--- src/rtl/led_pulse_stretcher_pkg.sv ---
// Shared definitions for the board LED/buzzer output drivers.
package led_pulse_stretcher_pkg;

  localparam int unsigned CLK_HZ = 100_000_000;

  typedef enum logic [1:0] {
    ST_IDLE = 2'd0,
    ST_ON   = 2'd1,
    ST_GAP  = 2'd2
  } led_state_e;

  function automatic int unsigned max_u(input int unsigned a, input int unsigned b);
    return (a > b) ? a : b;
  endfunction

endpackage

--- src/rtl/led_pulse_stretcher_edge_detect.sv ---
// Rising-edge strobe generator; the previous-value flop resets to RST_VAL so a
// level already high at reset release does not register as an edge.
module edge_detect #(
  parameter logic RST_VAL = 1'b1
) (
  input  logic clk,
  input  logic rst,
  input  logic sig_in,
  output logic rise
);

  logic sig_q;
  logic sig_d;

  always_comb sig_d = sig_in;

  always_ff @(posedge clk or posedge rst) begin
    if (rst) sig_q <= RST_VAL;
    else     sig_q <= sig_d;
  end

  assign rise = sig_in & ~sig_q;

endmodule

--- src/rtl/led_pulse_stretcher.sv ---
// Stretches event strobes into fixed-length LED blinks separated by a dark gap;
// events arriving while busy are queued in a saturating counter and replayed.
module led_pulse_stretcher
  import led_pulse_stretcher_pkg::*;
#(
  parameter int unsigned ON_CYCLES  = 10_000_000,
  parameter int unsigned GAP_CYCLES = 5_000_000,
  parameter int unsigned PEND_W     = 4,
  parameter bit          ACTIVE_LOW = 1'b0
) (
  input  logic              clk,
  input  logic              rst,
  input  logic              event_in,
  output logic              led_out,
  output logic              busy,
  output logic [PEND_W-1:0] pending_count,
  output logic              overflow
);

  localparam int unsigned CNT_W = $clog2(max_u(ON_CYCLES, GAP_CYCLES) + 1);
  localparam logic [CNT_W-1:0] ON_LOAD  = CNT_W'(ON_CYCLES - 1);
  localparam logic [CNT_W-1:0] GAP_LOAD = CNT_W'(GAP_CYCLES - 1);

  led_state_e        state_q, state_d;
  logic [CNT_W-1:0]  cnt_q, cnt_d;
  logic [PEND_W-1:0] pend_q, pend_d;
  logic              led_q, led_d;
  logic              busy_q, busy_d;
  logic              ovf_q, ovf_d;
  logic              rise;
  logic              start;

  edge_detect #(
    .RST_VAL (1'b1)
  ) u_edge (
    .clk    (clk),
    .rst    (rst),
    .sig_in (event_in),
    .rise   (rise)
  );

  always_comb begin
    state_d = state_q;
    cnt_d   = cnt_q;
    pend_d  = pend_q;
    ovf_d   = 1'b0;
    start   = 1'b0;

    unique case (state_q)
      ST_IDLE: start = rise || (pend_q != '0);
      ST_ON: begin
        if (cnt_q == '0) begin
          state_d = ST_GAP;
          cnt_d   = GAP_LOAD;
        end else begin
          cnt_d = cnt_q - CNT_W'(1);
        end
      end
      ST_GAP: begin
        if (cnt_q == '0) begin
          if (rise || (pend_q != '0)) start = 1'b1;
          else                        state_d = ST_IDLE;
        end else begin
          cnt_d = cnt_q - CNT_W'(1);
        end
      end
      default: state_d = ST_IDLE;
    endcase

    if (start) begin
      state_d = ST_ON;
      cnt_d   = ON_LOAD;
    end

    // A start consumes one queued event if any, else the same-cycle edge;
    // an edge alongside a consumed queued event simply takes its slot.
    if (start) begin
      if ((pend_q != '0) && !rise) pend_d = pend_q - PEND_W'(1);
    end else if (rise) begin
      if (pend_q == '1) ovf_d  = 1'b1;
      else              pend_d = pend_q + PEND_W'(1);
    end

    led_d  = (state_d == ST_ON) ^ ACTIVE_LOW;
    busy_d = (state_d != ST_IDLE);
  end

  always_ff @(posedge clk or posedge rst) begin
    if (rst) begin
      state_q <= ST_IDLE;
      cnt_q   <= '0;
      pend_q  <= '0;
      led_q   <= ACTIVE_LOW;
      busy_q  <= 1'b0;
      ovf_q   <= 1'b0;
    end else begin
      state_q <= state_d;
      cnt_q   <= cnt_d;
      pend_q  <= pend_d;
      led_q   <= led_d;
      busy_q  <= busy_d;
      ovf_q   <= ovf_d;
    end
  end

  assign led_out       = led_q;
  assign busy          = busy_q;
  assign pending_count = pend_q;
  assign overflow      = ovf_q;

endmodule

--- config.mk ---
export PLATFORM = sky130hd
export DESIGN_NAME = led_pulse_stretcher
export DESIGN_NICKNAME = d
export VERILOG_FILES = /design/src/rtl/led_pulse_stretcher_pkg.sv /design/src/rtl/led_pulse_stretcher_edge_detect.sv /design/src/rtl/led_pulse_stretcher.sv
export SDC_FILE = /design/constraint.sdc
export NUM_CORES = 1
export LEC_CHECK = 0
export BUFFER_PORTS_ARGS = -buffer_cell sky130_fd_sc_hd__clkbuf_2
export CORE_MARGIN = 2
export CORE_UTILIZATION = 52
export DETAILED_ROUTE_END_ITERATION = 12
export GPL_TIMING_DRIVEN = 0
export HOLD_SLACK_MARGIN = 0.02
export PLACE_DENSITY = 0.71
export SLEW_MARGIN = 40
export SYNTH_ARGS = -nofsm -noshare
export SYNTH_HDL_FRONTEND = slang
export SYNTH_SLANG_ARGS = --single-unit
--- constraint.sdc ---
create_clock -name clk -period 9.4 [get_ports clk]
set_clock_uncertainty 0.05 [all_clocks]
set_input_delay 0 -clock clk [delete_from_list [all_inputs] [get_ports clk]]
set_output_delay 0 -clock clk [all_outputs]
set_load 0.01 [all_outputs]
Yosys cells after proc, flatten, opt, wreduce, memory -nomap -nowiden
Cells that the tools add are included.

Output and inout bits: 7. Bits of input ports: 3. Logic and storage cells: 49. Register bits after elaboration: 34.

Bitwise operators: 2. Equal/unequal tests: 7. Reduce and logical (&&, ||, !) cells: 11. Add/subtract/negate cells: 3. Mux-type cells: 19.

Operator list (number): 24-bit two-way mux (3); 24-bit one-hot mux with 2 select lines (1); 24-bit zero test (1); 24-bit by 1-bit subtractor with 24-bit output, second input constant (1); 4-bit two-way mux (4); 2-bit two-way mux (4); 2-bit one-hot mux with 3 select lines (1); 1-bit two-way mux (5); 4-bit by 1-bit adder with 4-bit output, second input constant (1); 2-bit by 1-bit equality test with 1-bit output, second input constant (2); 4-bit equality test, second input constant (1); 2-bit nonzero test (2); 4-bit nonzero test (1); 4-bit by 1-bit subtractor with 4-bit output, second input constant (1); 3-bit != test, second input constant (1); 3-bit AND reduction (1); 3-bit nonzero test (1); 2-bit equality test, second input constant (1); 2-bit zero test (1); 2-bit by 1-bit != test with 1-bit output, second input constant (1); 2-bit != test, second input constant (1); 1-bit one-hot mux with 2 select lines (1); 2-bit AND reduction (1); 1-bit AND (1); 4 further kinds (4).

Logic depth before layout (Yosys ltp)
Gate-level depths: netlist of the first run.

Depth after elaboration: 8. Gate-level depth with buffers: 13. Gate-level depth less buffers: 12.

Modules after synthesis
A second synthesis of the first run with hierarchy kept.

Cell total of the unflattened synthesis: 244. Area total of the unflattened synthesis: 2149.6 µm².

Modules (own cells, without submodules): led_pulse_stretcher (area an instance 2105.8 µm², sequential area each 825.8 µm², cells each 241, instances 1); edge_detect (area an instance 43.8 µm², sequential area each 26.3 µm², cells each 3, instances 1).

Worst setup path before layout of the first run
No wires, ideal clock.

Path kind: register to register. Start: register cnt_q[5]. End: register pend_q[3], in the netlist pending_count[3]. Period minus slack after synthesis: 3019 ps. Arrival: 2831 ps. Buffers on the path: 1. Slack: 6381 ps. Library setup time: 138 ps. Cell stages (with the launch flop): 12. Data required time: 9212 ps. Cells stage by stage: dfrtp_1 nor4_2 and4_1 clkbuf_1 a21o_1 nand2_1 inv_2 ha_1 a21o_1 a21oi_1 nand2_1 mux4_2.

Cells in the longest elaborated chain, start to end: 5. Elaborated cells on any way between the ends: 8. Those cells by class: eq/ne: 2; mux: 3; reduce/logical: 3.

Ends and longest elaborated chain: from (decl) (line led_pulse_stretcher.sv:25) `logic [CNT_W-1:0] cnt_q, cnt_d;`; from (signal assigned) (line led_pulse_stretcher.sv:98) `cnt_q <= cnt_d;`; 24-bit zero test (*) (line led_pulse_stretcher.sv:60) `if (cnt_q == '0) begin`; 1-bit two-way mux (*) (line led_pulse_stretcher.sv:60); 1-bit one-hot mux with 2 select lines (*) (line led_pulse_stretcher.sv:49) `unique case (state_q)`; 2-bit by 1-bit != test with 1-bit output (no line) (tied with other cells); 3-bit AND reduction (no line); to (signal assigned) (line led_pulse_stretcher.sv:99) `pend_q <= pend_d;`; to (decl) (line led_pulse_stretcher.sv:26) `logic [PEND_W-1:0] pend_q, pend_d;`.

Mark *: on every way between the ends. The rest lies on a longest branch, timed or not. A chain may end at the register's enable or synchronous reset.

Worst setup path in the final report of the first run
Ends and elaborated chain as after synthesis.

==> impl_results.rst, run 1 <==
.. list-table::
   :header-rows: 1

   * - Metric
     - Value
   * - Leading cell types in the layout, fill and taps excluded
     - sky130_fd_sc_hd__dfrtp_1, sky130_fd_sc_hd__nand2_1, sky130_fd_sc_hd__nor2_1
   * - Slew @ Worst Pin
     - 0.746 ns
   * - Slowest stage delay, CP
     - 0.55 ns
   * - Slowest cell on crit path
     - sky130_fd_sc_hd__nor4_2
   * - Mean number of vias per cell
     - 6.31
   * - Result of the run
     - completed
   * - Net switching power figure
     - 0.0911 mW
   * - Ant. Diodes
     - 0
   * - Net total in the final layout
     - 256
   * - I/O Pins
     - 10
   * - Number of synthesized flops with an enable pin
     - 0
   * - Number of synthesized register bits
     - 34
   * - Post-DRT Antenna Nets
     - 0
   * - Tot GR Track Use
     - 25.6%
   * - CTS buffer count
     - 5
   * - Met1 WL
     - 2.40 mm
   * - Unique cell type count in the Yosys netlist
     - 56
   * - Most common library cell in the layout ignoring fill and taps
     - sky130_fd_sc_hd__dfrtp_1
   * - # rows
     - 22
   * - Total negative setup slack
     - 0 ns
   * - Metal2 WL
     - 2.25 mm
   * - Maximum level of the CTS H-tree
     - 2
   * - Number of nets in the synthesized netlist
     - 238
   * - Global-route wire length before repair
     - 8.36 mm
   * - Yosys warning count
     - 0
   * - Internal cell power
     - 0.231 mW
   * - Number of filler cells placed in the layout
     - 340
   * - Critical path class
     - flop to flop
   * - Detailed-placement wirelength estimate
     - 3.39 mm
   * - Arrival time of the worst setup path
     - 3.78 ns
   * - Global route overflow
     - 0
   * - Clk sinks
     - 34
   * - Share of total power in the clock network
     - 33.4%
   * - Via count of the first global-routing pass
     - 1722
   * - TritonCTS clock tree
     - done
   * - Leakage power summed over all cells
     - 0.880 nW
   * - Pwr/cell area
     - 142 nW/um2
   * - Final wirelength
     - 5.04 mm
   * - Synthesized instance count
     - 231
   * - Period minus WS final
     - 3.67 ns
   * - Maximum vdd drop
     - 0.139 mV
   * - Unrepaired setup endpoints after global routing
     - no
   * - Max layer used
     - met4
   * - Amount of wire on met3 after detailed routing
     - 294 um
   * - # port buffers
     - 9
   * - Kind of end point of the critical path
     - flop
   * - Placer Congestion
     - 0.836
   * - Area of the mapped netlist
     - 2050 um2
   * - Number of DRC markers in iteration 0
     - 226
   * - First-pass DRT Iterations
     - 5
   * - Final count of negative-setup-slack endpoints
     - 0
   * - Tcrit/Tclk final
     - 39.0%
   * - Final Cell Area
     - 2270 um2
   * - Max Clock Freq
     - 273 MHz
   * - Largest area contributor in the synthesized netlist
     - sky130_fd_sc_hd__dfrtp_1
   * - Finished Core Util
     - 61.1%
   * - Area overhead of the layout relative to synthesis
     - 10.6%
   * - Most used flip-flop cell after synthesis
     - sky130_fd_sc_hd__dfrtp_1
   * - Maximum clock insertion buffer count
     - 2
   * - Core Box Area
     - 3720 um2
   * - Starting density of the core
     - 55.3%
   * - Fraction of layout instances using a drive strength above 1
     - 12.8%
   * - CTS Root Buffer Type
     - sky130_fd_sc_hd__clkbuf_8
   * - Most area-consuming cells after synthesis
     - sky130_fd_sc_hd__dfrtp_1, sky130_fd_sc_hd__nand2_1, sky130_fd_sc_hd__nor2_1, sky130_fd_sc_hd__a21oi_1, sky130_fd_sc_hd__nor4_1
   * - Max-slew violation total from the final report
     - 0
   * - Worst slew margin relative to its limit
     - 50.3%
   * - Post-Synthesis Mean Instance Area
     - 8.89 um2
   * - DRC
     - 0
   * - Number of antenna violations at the first check in global routing
     - 0
   * - Y dimension of the die
     - 66.9 um
   * - Crit path max fanout
     - 10
   * - Proportion of total power due to net switching
     - 28.3%
   * - Sequential element share of the synthesized area
     - 41.5%
   * - Final worst-path setup slack
     - 5.73 ns
   * - Family of cells with the greatest summed delay on the critical path
     - simple AND/OR/NAND/NOR gates
   * - Post-Place Worst Slack
     - 5.85 ns
   * - Top cell type's share of synthesized area
     - 40.2%
   * - Bufs and invs on worst path
     - 2
   * - Critical path required time
     - 9.51 ns
   * - Startpoint kind of the worst setup timing path
     - flop
   * - Comb power frac
     - 15.1%
   * - Post-CTS Resized
     - 0
   * - Average detailed-routed wire length per instance
     - 16.9 um
   * - Chip Width
     - 66.9 um
   * - Latest clock arrival within the worst-skew pair
     - 0.29 ns
   * - Detailed-route via count
     - 1879
   * - Max-cap violations
     - 0
   * - Fraction of power consumed by sequential logic
     - 51.5%
   * - Clock slew at the register clock pins of the worst setup and hold paths
     - 0.07 ns
   * - Fin. Hold Viols
     - 0
   * - Maximum number of pins on one net before global-route repair
     - 35
   * - Sequence of cells on the critical path
     - nor4_2, and4_1, clkbuf_1, a21o_1, nand2_1, inv_2, ha_1, a21o_1, a21oi_1, nand2_1, mux4_2
   * - Fraction of synthesis flops using an asynchronous set or reset pin
     - 100%
   * - Min-delay worst type
     - input port to async pin
   * - Post-place instance area
     - 2160 um2
   * - Die Footprint
     - 4470 um2
-- registers in the layout, indices dropped and copies added, names as in the netlist --
name,cells
pending_count,4
overflow,1
busy,1
led_out,1
cnt_q,24
u_edge.sig_q,1
state_q,2
-- worst reg2reg max path: stages, from the launching register on --
cell	delay, ns
sky130_fd_sc_hd__dfrtp_1	0.44
sky130_fd_sc_hd__nor4_2	0.55
sky130_fd_sc_hd__and4_1	0.28
sky130_fd_sc_hd__clkbuf_1	0.23
sky130_fd_sc_hd__a21o_1	0.18
sky130_fd_sc_hd__nand2_1	0.25
sky130_fd_sc_hd__inv_2	0.31
sky130_fd_sc_hd__ha_1	0.28
sky130_fd_sc_hd__a21o_1	0.17
sky130_fd_sc_hd__a21oi_1	0.25
sky130_fd_sc_hd__nand2_1	0.08
sky130_fd_sc_hd__mux4_2	0.46
-- cells in the mapped netlist (2+ instances only) --
master / count
sky130_fd_sc_hd__inv_1: 10
sky130_fd_sc_hd__xnor2_1: 4
sky130_fd_sc_hd__a21o_1: 6
sky130_fd_sc_hd__o41ai_1: 2
sky130_fd_sc_hd__a31oi_1: 8
sky130_fd_sc_hd__xor2_1: 2
sky130_fd_sc_hd__nand2_1: 22
sky130_fd_sc_hd__o21ai_0: 11
sky130_fd_sc_hd__nand3_1: 3
sky130_fd_sc_hd__o31ai_1: 4
sky130_fd_sc_hd__and3_1: 3
sky130_fd_sc_hd__nor3b_1: 2
sky130_fd_sc_hd__o211ai_1: 2
sky130_fd_sc_hd__nor2_1: 22
sky130_fd_sc_hd__o21bai_1: 2
sky130_fd_sc_hd__inv_2: 2
sky130_fd_sc_hd__nor3_1: 8
sky130_fd_sc_hd__or3_1: 3
sky130_fd_sc_hd__dfrtp_1: 33
sky130_fd_sc_hd__a211oi_1: 2
sky130_fd_sc_hd__a221o_1: 2
sky130_fd_sc_hd__o22ai_1: 2
sky130_fd_sc_hd__nor4_1: 10
sky130_fd_sc_hd__o22a_1: 2
sky130_fd_sc_hd__o21ai_1: 2
sky130_fd_sc_hd__or4_4: 3
sky130_fd_sc_hd__ha_1: 3
sky130_fd_sc_hd__or3_2: 2
sky130_fd_sc_hd__a21oi_1: 14
sky130_fd_sc_hd__and2_1: 4
sky130_fd_sc_hd__clkbuf_1: 7
sky130_fd_sc_hd__o21a_1: 2
sky130_fd_sc_hd__nand2b_1: 3
sky130_fd_sc_hd__a211o_1: 2
-- path summary, 6_finish.rpt --
path / startpoint / depth (start not counted) / slack [ns] / endpoint
worst min-delay path: rst / 3 / 0.24 / cnt_q[12]$_DFFE_PP0P_
worst min register to register: cnt_q[14]$_DFFE_PP0P_ / 1 / 0.48 / cnt_q[14]$_DFFE_PP0P_
min in group clk: event_in / 2 / 0.32 / u_edge.sig_q$_DFF_PP1_
worst max register to register: cnt_q[5]$_DFFE_PP0P_ / 11 / 5.73 / pending_count[3]$_DFFE_PP0P_
max in group asynchronous: rst / 3 / 8.68 / cnt_q[13]$_DFFE_PP0P_
worst max-delay path: cnt_q[5]$_DFFE_PP0P_ / 11 / 5.73 / pending_count[3]$_DFFE_PP0P_
-- cell type report --
cell class | count | area, um2 | area share [%]
Tap cell | 48 | 60.1 | 2.64
Inverter | 12 | 46.3 | 2.04
Timing Repair Buffer | 11 | 65.1 | 2.86
Sequential cell | 34 | 852 | 37.5
Buffer | 7 | 26.3 | 1.16
Clock buffer | 8 | 80.1 | 3.52
Multi-Input combinational cell | 178 | 1140 | 50.3
-- power groups by stage --
stage / registers (mW) / clock network, mW / logic, mW
5_1_grt: 0.167 / 0.116 / 0.0549
4_1_cts: 0.166 / 0.109 / 0.0492
2_1_floorplan: 0.170 / 0 / 0.0305
6_report: 0.166 / 0.108 / 0.0487
3_5_place_dp: 0.168 / 0 / 0.0486
3_3_place_gp: 0.168 / 0 / 0.0471
-- stage by stage --
step / power [mW] / hold slack [ns] / instances
after CTS: 0.323 / 0.303 / 298
after global placement: 0.215 / 0.0488 / 288
after global routing: 0.338 / 0.316 / 298
final: 0.322 / 0.240 / 298
after floorplan: 0.201 / -0.0455 / 231
after detailed placement: 0.217 / 0.0545 / 288
-- metal layers --
layer	global-route usage [%]	vias up
met1	35.9	891
met5	0	-
li1	-	898
met4	9.44	0
met3	4.73	9
met2	39.4	81
-- logic make-up (layout without fill, tap and decap cells) --
kind of cell | Yosys count | count (layout) | share of synthesized area [%]
adder cells (fa/ha/maj) | 4 | 4 | 2.80
multiplexers | 3 | 3 | 2.13
AO/OA/AOI/OAI | 71 | 71 | 23.1
buffers and inverters | 19 | 38 | 3.47
XOR/XNOR | 6 | 6 | 2.56
flip-flops | 34 | 34 | 41.5
AND/OR/NAND/NOR | 94 | 94 | 24.4
-- timing repair --
action / CTS / global route
setup buffers: 0 / 0
hold buffers: 2 / 0
hold endpoints to repair: 34 / 0
No activity file was read; power rests on OpenSTA's default activity.
==> inputs of run 2 (changes only) <==
--- a/config.mk
+++ b/config.mk
@@ -11,7 +11,7 @@
 export DETAILED_ROUTE_END_ITERATION = 12
 export GPL_TIMING_DRIVEN = 0
 export HOLD_SLACK_MARGIN = 0.02
-export PLACE_DENSITY = 0.71
+export PLACE_DENSITY = 0.74
 export SLEW_MARGIN = 40
 export SYNTH_ARGS = -nofsm -noshare
 export SYNTH_HDL_FRONTEND = slang
==> constraint.sdc (replaced) <==
create_clock -name clk -period 3 [get_ports clk]
set_clock_uncertainty 0.05 [all_clocks]
set_input_delay 0 -clock clk [delete_from_list [all_inputs] [get_ports clk]]
set_output_delay 0 -clock clk [all_outputs]
set_load 0.01 [all_outputs]
==> impl_results.rst, run 2 (synthesis gave the netlist of run 1 again) <==
.. list-table::
   :header-rows: 1

   * - Metric
     - Value
   * - Sequence of cells on the critical path
     - nor4_1, a21oi_1, nand2_4, inv_8, buf_4, ha_1, a21oi_2, or2_2, mux4_2
   * - Final Cell Area
     - 2380 um2 (+4.9%)
   * - Proportion of total power due to net switching
     - 28.6% (+0.29 points)
   * - Number of flip-flops in the largest register
     - 24 (unchanged)
   * - Largest Register
     - cnt_q
   * - Worst slew margin relative to its limit
     - 44.4% (-5.9 points)
   * - Net total in the final layout
     - 261 (+2.0%)
   * - Post-Place Worst Slack
     - -0.507 ns (-6.35 ns)
   * - Global-route wire length before repair
     - 8.17 mm (-2.3%)
   * - Via count of the first global-routing pass
     - 1699 (-1.3%)
   * - Max-cap violations
     - 0 (unchanged)
   * - Average detailed-routed wire length per instance
     - 16.8 um (-0.97%)
   * - Family of cells with the greatest summed delay on the critical path
     - simple AND/OR/NAND/NOR gates
   * - Maximum clock insertion buffer count
     - 2 (unchanged)
   * - Number of DRC markers in iteration 0
     - 161 (-29%)
   * - CTS Root Buffer Type
     - sky130_fd_sc_hd__clkbuf_8
   * - First-pass DRT Iterations
     - 4 (-1)
   * - Latest clock arrival within the worst-skew pair
     - 0.30 ns (about the same)
   * - Total placed cells including tap cells
     - 288 (unchanged)
   * - Maximum vdd drop
     - 0.451 mV (+220%)
   * - Final cell count without fillers
     - 303 (+1.7%)
   * - Clk sinks
     - 34 (unchanged)
   * - Starting density of the core
     - 55.3% (unchanged)
   * - Detailed-placement wirelength estimate
     - 3.37 mm (-0.67%)
   * - # port buffers
     - 9 (unchanged)
   * - Fraction of layout instances using a drive strength above 1
     - 19.6% (+6.8 points)
   * - Period minus WS final
     - 2.94 ns (-0.723 ns)
   * - Crit path max fanout
     - 8 (-2)
   * - Leading cell types in the layout, fill and taps excluded
     - sky130_fd_sc_hd__dfrtp_1, sky130_fd_sc_hd__nor2_1, sky130_fd_sc_hd__nand2_1
   * - Placer Congestion
     - 0.889 (+6.3%)
   * - Fraction of power consumed by sequential logic
     - 49.8% (-1.7 points)
   * - I/O Pins
     - 10 (unchanged)
   * - Post-DRT Antenna Nets
     - 0 (unchanged)
   * - Clock slew at the register clock pins of the worst setup and hold paths
     - 0.08 ns (about the same)
   * - # rows
     - 22 (unchanged)
   * - Pwr/cell area
     - 437 nW/um2 (+210%)
   * - Share of total power in the clock network
     - 35.3% (+1.9 points)
   * - DRC
     - 0 (unchanged)
   * - Slowest cell on crit path
     - sky130_fd_sc_hd__nor4_1
   * - Most common library cell in the layout ignoring fill and taps
     - sky130_fd_sc_hd__dfrtp_1
   * - Ant. Diodes
     - 0 (unchanged)
   * - TritonCTS clock tree
     - done
   * - Number of antenna violations at the first check in global routing
     - 0 (unchanged)
   * - Arrival time of the worst setup path
     - 3.07 ns (-0.71 ns)
   * - Unrepaired setup endpoints after global routing
     - yes
   * - Critical path required time
     - 3.12 ns (-6.39 ns)
   * - Startpoint kind of the worst setup timing path
     - flop
   * - Critical Path Start
     - pending_count[0]$_DFFE_PP0P_
   * - Min-delay worst type
     - input port to flop
   * - Final total power
     - 1.04 mW (+220%)
   * - Maximum number of pins on one net before global-route repair
     - 35 (unchanged)
   * - Amount of wire on met3 after detailed routing
     - 278 um (-5.4%)
   * - Final wirelength
     - 5.08 mm (+0.69%)
   * - Detailed-route via count
     - 1895 (+0.85%)
   * - Net switching power figure
     - 0.298 mW (+230%)
   * - Post-place instance area
     - 2170 um2 (+0.40%)
   * - Final count of negative-setup-slack endpoints
     - 0 (unchanged)
   * - Comb power frac
     - 14.8% (-0.3 points)
   * - CTS buffer count
     - 5 (unchanged)
   * - Internal cell power
     - 0.744 mW (+220%)
   * - Core Box Area
     - 3720 um2 (unchanged)
   * - Met1 WL
     - 2.48 mm (+3.3%)
   * - Startpoint of the tightest hold check path
     - event_in
   * - Bufs and invs on worst path
     - 2 (unchanged)
   * - Source of the worst register-to-register timing path
     - pending_count[0]$_DFFE_PP0P_
   * - Maximum level of the CTS H-tree
     - 2 (unchanged)
   * - Chip Width
     - 66.9 um (unchanged)
   * - Area overhead of the layout relative to synthesis
     - 16.0%
   * - Result of the run
     - completed
   * - Finished Core Util
     - 64.1% (+3.0 points)
   * - Y dimension of the die
     - 66.9 um (unchanged)
   * - Max-slew violation total from the final report
     - 0 (unchanged)
   * - Slew @ Worst Pin
     - 0.831 ns (+0.0848 ns)
   * - Leakage power summed over all cells
     - 0.924 nW (+5.0%)
   * - Metal2 WL
     - 2.30 mm (+2.0%)
   * - Mean number of vias per cell
     - 6.25 (-0.81%)
   * - Final worst-path setup slack
     - 0.0557 ns (-5.68 ns)
   * - Kind of end point of the critical path
     - flop
   * - Slowest stage delay, CP
     - 0.48 ns (-0.07 ns)
   * - Max Clock Freq
     - 340 MHz (+25%)
   * - Global route overflow
     - 0 (unchanged)
   * - Critical path class
     - flop to flop
   * - Die Footprint
     - 4470 um2 (unchanged)
   * - Tot GR Track Use
     - 24.8% (-0.80 points)
   * - Max layer used
     - met4
   * - Tcrit/Tclk final
     - 98.1% (+59 points)
   * - Fin. Hold Viols
     - 0 (unchanged)
-- run 2: cell type report --
cell class                 count  area [um2]
inverter                      12        52.6
fill                         337        1330
sequential                    34         853
buffer                         6        22.5
multi-input combinational    178        1190
tap                           48        60.1
clock buffer                   6        82.6
timing repair buffer          17         110
clock inverter                 2        12.5
-- run 2: worst paths after layout --
| path | cells after the start | to | slack, ns |
|---|---|---|---|
| min in group asynchronous | 3 | cnt_q[16]$_DFFE_PP0P_ | 0.31 |
| max in group asynchronous | 3 | cnt_q[0]$_DFFE_PP0P_ | 2.08 |
| worst max-delay path | 9 | pending_count[3]$_DFFE_PP0P_ | 0.06 |
| worst min-delay path | 2 | u_edge.sig_q$_DFF_PP1_ | 0.30 |
| worst min register to register | 1 | cnt_q[0]$_DFFE_PP0P_ | 0.47 |
| worst max register to register | 9 | pending_count[3]$_DFFE_PP0P_ | 0.06 |
-- run 2: through the flow --
stage / hold slack, ns / TNS, ns
after detailed placement: 0.0555 / -1.77
after CTS: 0.288 / -0.00516
after global placement: 0.0489 / -1.38
final: 0.303 / 0
after global routing: 0.295 / -0.0711
after floorplan: -0.0455 / 0
-- run 2: per-layer routing --
layer / vias to the layer above / GRT usage (%)
li1: 913 / -
met1: 921 / 35.2
met2: 57 / 35.5
met3: 4 / 6.08
met4: 0 / 11.2
met5: - / 0
-- run 2: timing repair --
action                                  in CTS  in global routing
gates cloned                                 0                  0
buffers inserted                             0                  6
gates resized for setup                     10                  6
endpoints found under the setup margin       9                  9
pin swaps                                    0                  1
hold buffers                                 2                  0
hold endpoints to repair                    34                  0
-- run 2: worst reg2reg max path: cells and delay by family (launching register included) --
family	cells	cell delay, ns
simple gates	3	0.99
mux	1	0.46
flops	1	0.45
compound gates	2	0.38
fa+ha+maj	1	0.32
buf+inv	2	0.17
-- run 2: power groups by stage --
stage	clock network [mW]	registers (mW)	logic, mW
final	0.368	0.519	0.155
after global routing	0.399	0.523	0.173
after CTS	0.375	0.519	0.157
after detailed placement	0	0.527	0.152
after global placement	0	0.526	0.148
after floorplan	0	0.533	0.0956
==> inputs of run 3 (changes only) <==
--- a/config.mk
+++ b/config.mk
@@ -5,6 +5,7 @@
 export SDC_FILE = /design/constraint.sdc
 export NUM_CORES = 1
 export LEC_CHECK = 0
+export ABC_AREA = 1
 export BUFFER_PORTS_ARGS = -buffer_cell sky130_fd_sc_hd__clkbuf_2
 export CORE_MARGIN = 2
 export CORE_UTILIZATION = 52
==> impl_results.rst, run 3 <==
.. list-table::
   :header-rows: 1

   * - Metric
     - Value
   * - Result of the run
     - completed
   * - Largest area contributor in the synthesized netlist
     - sky130_fd_sc_hd__dfrtp_1
   * - Critical path class
     - flop to flop
   * - Latest clock arrival within the worst-skew pair
     - 0.29 ns (about the same)
   * - Sequence of cells on the critical path
     - inv_1, ha_1, nand2_2, nor2_4, nand3_4, a21oi_2, ha_1, nand2_1, nand2_1, a31oi_1, inv_1, nand3_1, nand2_1, clkinv_1, nand2_1, nand2_1, nand2_1
   * - Detailed-placement wirelength estimate
     - 3.35 mm (-0.58%)
   * - Worst slew margin relative to its limit
     - 52.8% (+8.4 points)
   * - Number of synthesized register bits
     - 34 (unchanged)
   * - Leading cell types in the layout, fill and taps excluded
     - sky130_fd_sc_hd__nand2_1, sky130_fd_sc_hd__nor2_1, sky130_fd_sc_hd__inv_1
   * - Synthesized instance count
     - 274 (+19%)
   * - Unrepaired setup endpoints after global routing
     - no
   * - Critical path required time
     - 3.13 ns (about the same)
   * - Maximum number of pins on one net before global-route repair
     - 35 (unchanged)
   * - Core Box Area
     - 3740 um2 (+0.74%)
   * - Number of synthesized flops with an enable pin
     - 0 (unchanged)
   * - Kind of end point of the critical path
     - flop
   * - Leakage power summed over all cells
     - 1.15 nW (+24%)
   * - Maximum level of the CTS H-tree
     - 2 (unchanged)
   * - I/O Pins
     - 10 (unchanged)
   * - Post-CTS Setup Bufs
     - 0 (unchanged)
   * - Maximum vdd drop
     - 0.286 mV (-37%)
   * - Clock slew at the register clock pins of the worst setup and hold paths
     - 0.07 ns (about the same)
   * - Number of flip-flops in the largest register
     - 24 (unchanged)
   * - TritonCTS clock tree
     - done
   * - Tcrit/Tclk final
     - 89.3% (-8.9 points)
   * - Average detailed-routed wire length per instance
     - 13.4 um (-20%)
   * - Chip Width
     - 66.9 um (about the same)
   * - Number of antenna violations at the first check in global routing
     - 0 (unchanged)
   * - Global-route wire length before repair
     - 7.92 mm (-3.0%)
   * - Via count of the first global-routing pass
     - 1686 (-0.77%)
   * - Fin. Hold Viols
     - 0 (unchanged)
   * - First-pass DRT Iterations
     - 4 (unchanged)
   * - Top cell type's share of synthesized area
     - 40.1% (-0.073 points)
   * - Arrival time of the worst setup path
     - 2.81 ns (-0.26 ns)
   * - Sequential element share of the synthesized area
     - 41.4% (-0.076 points)
   * - Y dimension of the die
     - 66.9 um (about the same)
   * - Global route overflow
     - 0 (unchanged)
   * - Fraction of layout instances using a drive strength above 1
     - 14.0% (-5.6 points)
   * - Min-delay worst type
     - input port to async pin
   * - Fraction of power consumed by sequential logic
     - 52.1% (+2.3 points)
   * - Number of DRC markers in iteration 0
     - 73 (-55%)
   * - Die Footprint
     - 4480 um2 (+0.18%)
   * - Max-slew violation total from the final report
     - 0 (unchanged)
   * - Critical Path Start
     - cnt_q[0]$_DFFE_PP0P_
   * - Most used flip-flop cell after synthesis
     - sky130_fd_sc_hd__dfrtp_1
   * - Cell occurring most often along the worst timing path
     - sky130_fd_sc_hd__nand2_1
   * - # port buffers
     - 9 (unchanged)
   * - Number of filler cells placed in the layout
     - 365 (+8.3%)
   * - Internal cell power
     - 0.711 mW (-4.5%)
   * - Most common library cell in the layout ignoring fill and taps
     - sky130_fd_sc_hd__nand2_1
   * - Final count of negative-setup-slack endpoints
     - 0 (unchanged)
   * - Comb power frac
     - 14.9% (about the same)
   * - CTS buffer count
     - 5 (unchanged)
   * - Mean number of vias per cell
     - 5.26 (-16%)
   * - Net total in the final layout
     - 299 (+15%)
   * - Total negative setup slack
     - 0 ns (unchanged)
   * - Detailed-route via count
     - 1793 (-5.4%)
   * - Placer Congestion
     - 0.848 (-4.6%)
   * - Area of the mapped netlist
     - 2060 um2 (+0.18%)
   * - Proportion of total power due to net switching
     - 28.8% (+0.23 points)
   * - Clk sinks
     - 34 (unchanged)
   * - Starting density of the core
     - 55.0% (-0.31 points)
   * - Max Clock Freq
     - 373 MHz (+10%)
   * - Pwr/cell area
     - 440 nW/um2 (+0.71%)
   * - Post-Synthesis Mean Instance Area
     - 7.51 um2 (-16%)
   * - Source of the worst register-to-register timing path
     - cnt_q[0]$_DFFE_PP0P_
   * - Maximum clock insertion buffer count
     - 2 (unchanged)
   * - Crit path max fanout
     - 7 (-1)
   * - Yosys warning count
     - 0 (unchanged)
   * - Share of total power in the clock network
     - 33.1% (-2.2 points)
   * - Period minus WS final
     - 2.68 ns (-0.267 ns)
   * - Most numerous cell in the Yosys netlist
     - sky130_fd_sc_hd__nand2_1
   * - Fraction of synthesis flops using an asynchronous set or reset pin
     - 100% (unchanged)
   * - Net switching power figure
     - 0.288 mW (-3.4%)
   * - Synth cell count leaders
     - sky130_fd_sc_hd__nand2_1, sky130_fd_sc_hd__nor2_1, sky130_fd_sc_hd__inv_1
   * - Slowest cell on crit path
     - sky130_fd_sc_hd__dfrtp_1
   * - # rows
     - 22 (unchanged)
   * - Post-DRT Antenna Nets
     - 0 (unchanged)
   * - Final wirelength
     - 4.58 mm (-9.9%)
   * - Number of nets in the synthesized netlist
     - 281 (+18%)
   * - Max-cap violations
     - 0 (unchanged)
   * - Unique cell type count in the Yosys netlist
     - 29 (-48%)
   * - CTS Root Buffer Type
     - sky130_fd_sc_hd__clkbuf_8
   * - Slowest stage delay, CP
     - 0.41 ns (-0.07 ns)
   * - DRC
     - 0 (unchanged)
   * - Startpoint kind of the worst setup timing path
     - flop
   * - Largest Register
     - cnt_q
   * - Area overhead of the layout relative to synthesis
     - 10.2%
   * - Total placed cells including tap cells
     - 331 (+15%)
   * - Most area-consuming cells after synthesis
     - sky130_fd_sc_hd__dfrtp_1, sky130_fd_sc_hd__nand2_1, sky130_fd_sc_hd__nor2_1, sky130_fd_sc_hd__inv_1, sky130_fd_sc_hd__xor2_1
   * - Ant. Diodes
     - 0 (unchanged)
   * - Slew @ Worst Pin
     - 0.707 ns (-0.124 ns)
   * - Tot GR Track Use
     - 24.0% (-0.86 points)
   * - Final cell count without fillers
     - 341 (+13%)
[run 3: cells by family after synthesis]
| kind of cell | Yosys count | share of synthesized area [%] |
|---|---|---|
| buffers and inverters | 40 | 8.45 |
| flip-flops | 34 | 41.4 |
| XOR/XNOR | 13 | 5.53 |
| AND/OR/NAND/NOR | 155 | 34.1 |
| adder cells (fa/ha/maj) | 4 | 2.80 |
| AO/OA/AOI/OAI | 28 | 7.72 |
[run 3: repair_timing]
action	CTS	global route
hold buffers	2	0
gates resized for setup	0	1
endpoints found under the hold margin	35	0
setup endpoints to repair	0	1
[run 3: power by group through the flow]
stage | clock (mW) | sequential (mW) | combinational [mW]
floorplan | 0 | 0.534 | 0.0892
global placement | 0 | 0.528 | 0.142
detailed placement | 0 | 0.527 | 0.149
CTS | 0.332 | 0.520 | 0.150
global route | 0.354 | 0.525 | 0.170
finish | 0.330 | 0.520 | 0.148
[run 3: path summary, 6_finish.rpt]
kind / slack, ns / cells after the start / end
setup / recovery: 0.32 / 17 / pending_count[3]$_DFFE_PP0P_
hold / removal: 0.30 / 3 / pending_count[0]$_DFFE_PP0P_
setup reg to reg: 0.32 / 17 / pending_count[3]$_DFFE_PP0P_
hold reg to reg: 0.48 / 1 / cnt_q[0]$_DFFE_PP0P_
max in group asynchronous: 2.13 / 3 / cnt_q[12]$_DFFE_PP0P_
min in group clk: 0.31 / 2 / u_edge.sig_q$_DFF_PP1_
[run 3: area by class of cell]
cell class              count  area, um2  share of cell area (%)
multi-input cells         200       1040                    45.7
clock buffers               8       80.1                    3.53
flip-flops and latches     34        852                    37.6
well taps                  48       60.1                    2.65
plain buffers               4       38.8                    1.71
inverters                  36        135                    5.96
repair buffers             11       65.1                    2.87
[run 3: per-stage QoR]
stage                     power, mW  hold WS [ns]  setup WS [ns]  instance area [um2]  util, %
after CTS                      1.00         0.303          0.223                 2260     60.5
after global routing           1.05         0.315          0.116                 2270     60.6
after floorplan               0.624       -0.0455          0.603                 2060        -
after global placement        0.670        0.0494          0.266                 2160     57.8
after detailed placement      0.676        0.0526          0.253                 2160     57.8
final                         0.998         0.305          0.322                 2270     60.6
[run 3: metal layers]
metal | GRT usage, % | share of wire (%) | vias to the layer above
met2 | 37.9 | 46 | 34
met1 | 33.3 | 49 | 859
met3 | 5.07 | 3.6 | 5
li1 | - | - | 895
met4 | 6.12 | 1.2 | 0
met5 | 0 | 0 | -
[run 3: critical path: cells and delay by family, from the launching register on]
kind / cells / cell delay, ns
adder cells (fa/ha/maj): 2 / 0.52
buffers and inverters: 3 / 0.23
AO/OA/AOI/OAI: 2 / 0.47
flip-flops: 1 / 0.41
AND/OR/NAND/NOR: 10 / 0.89
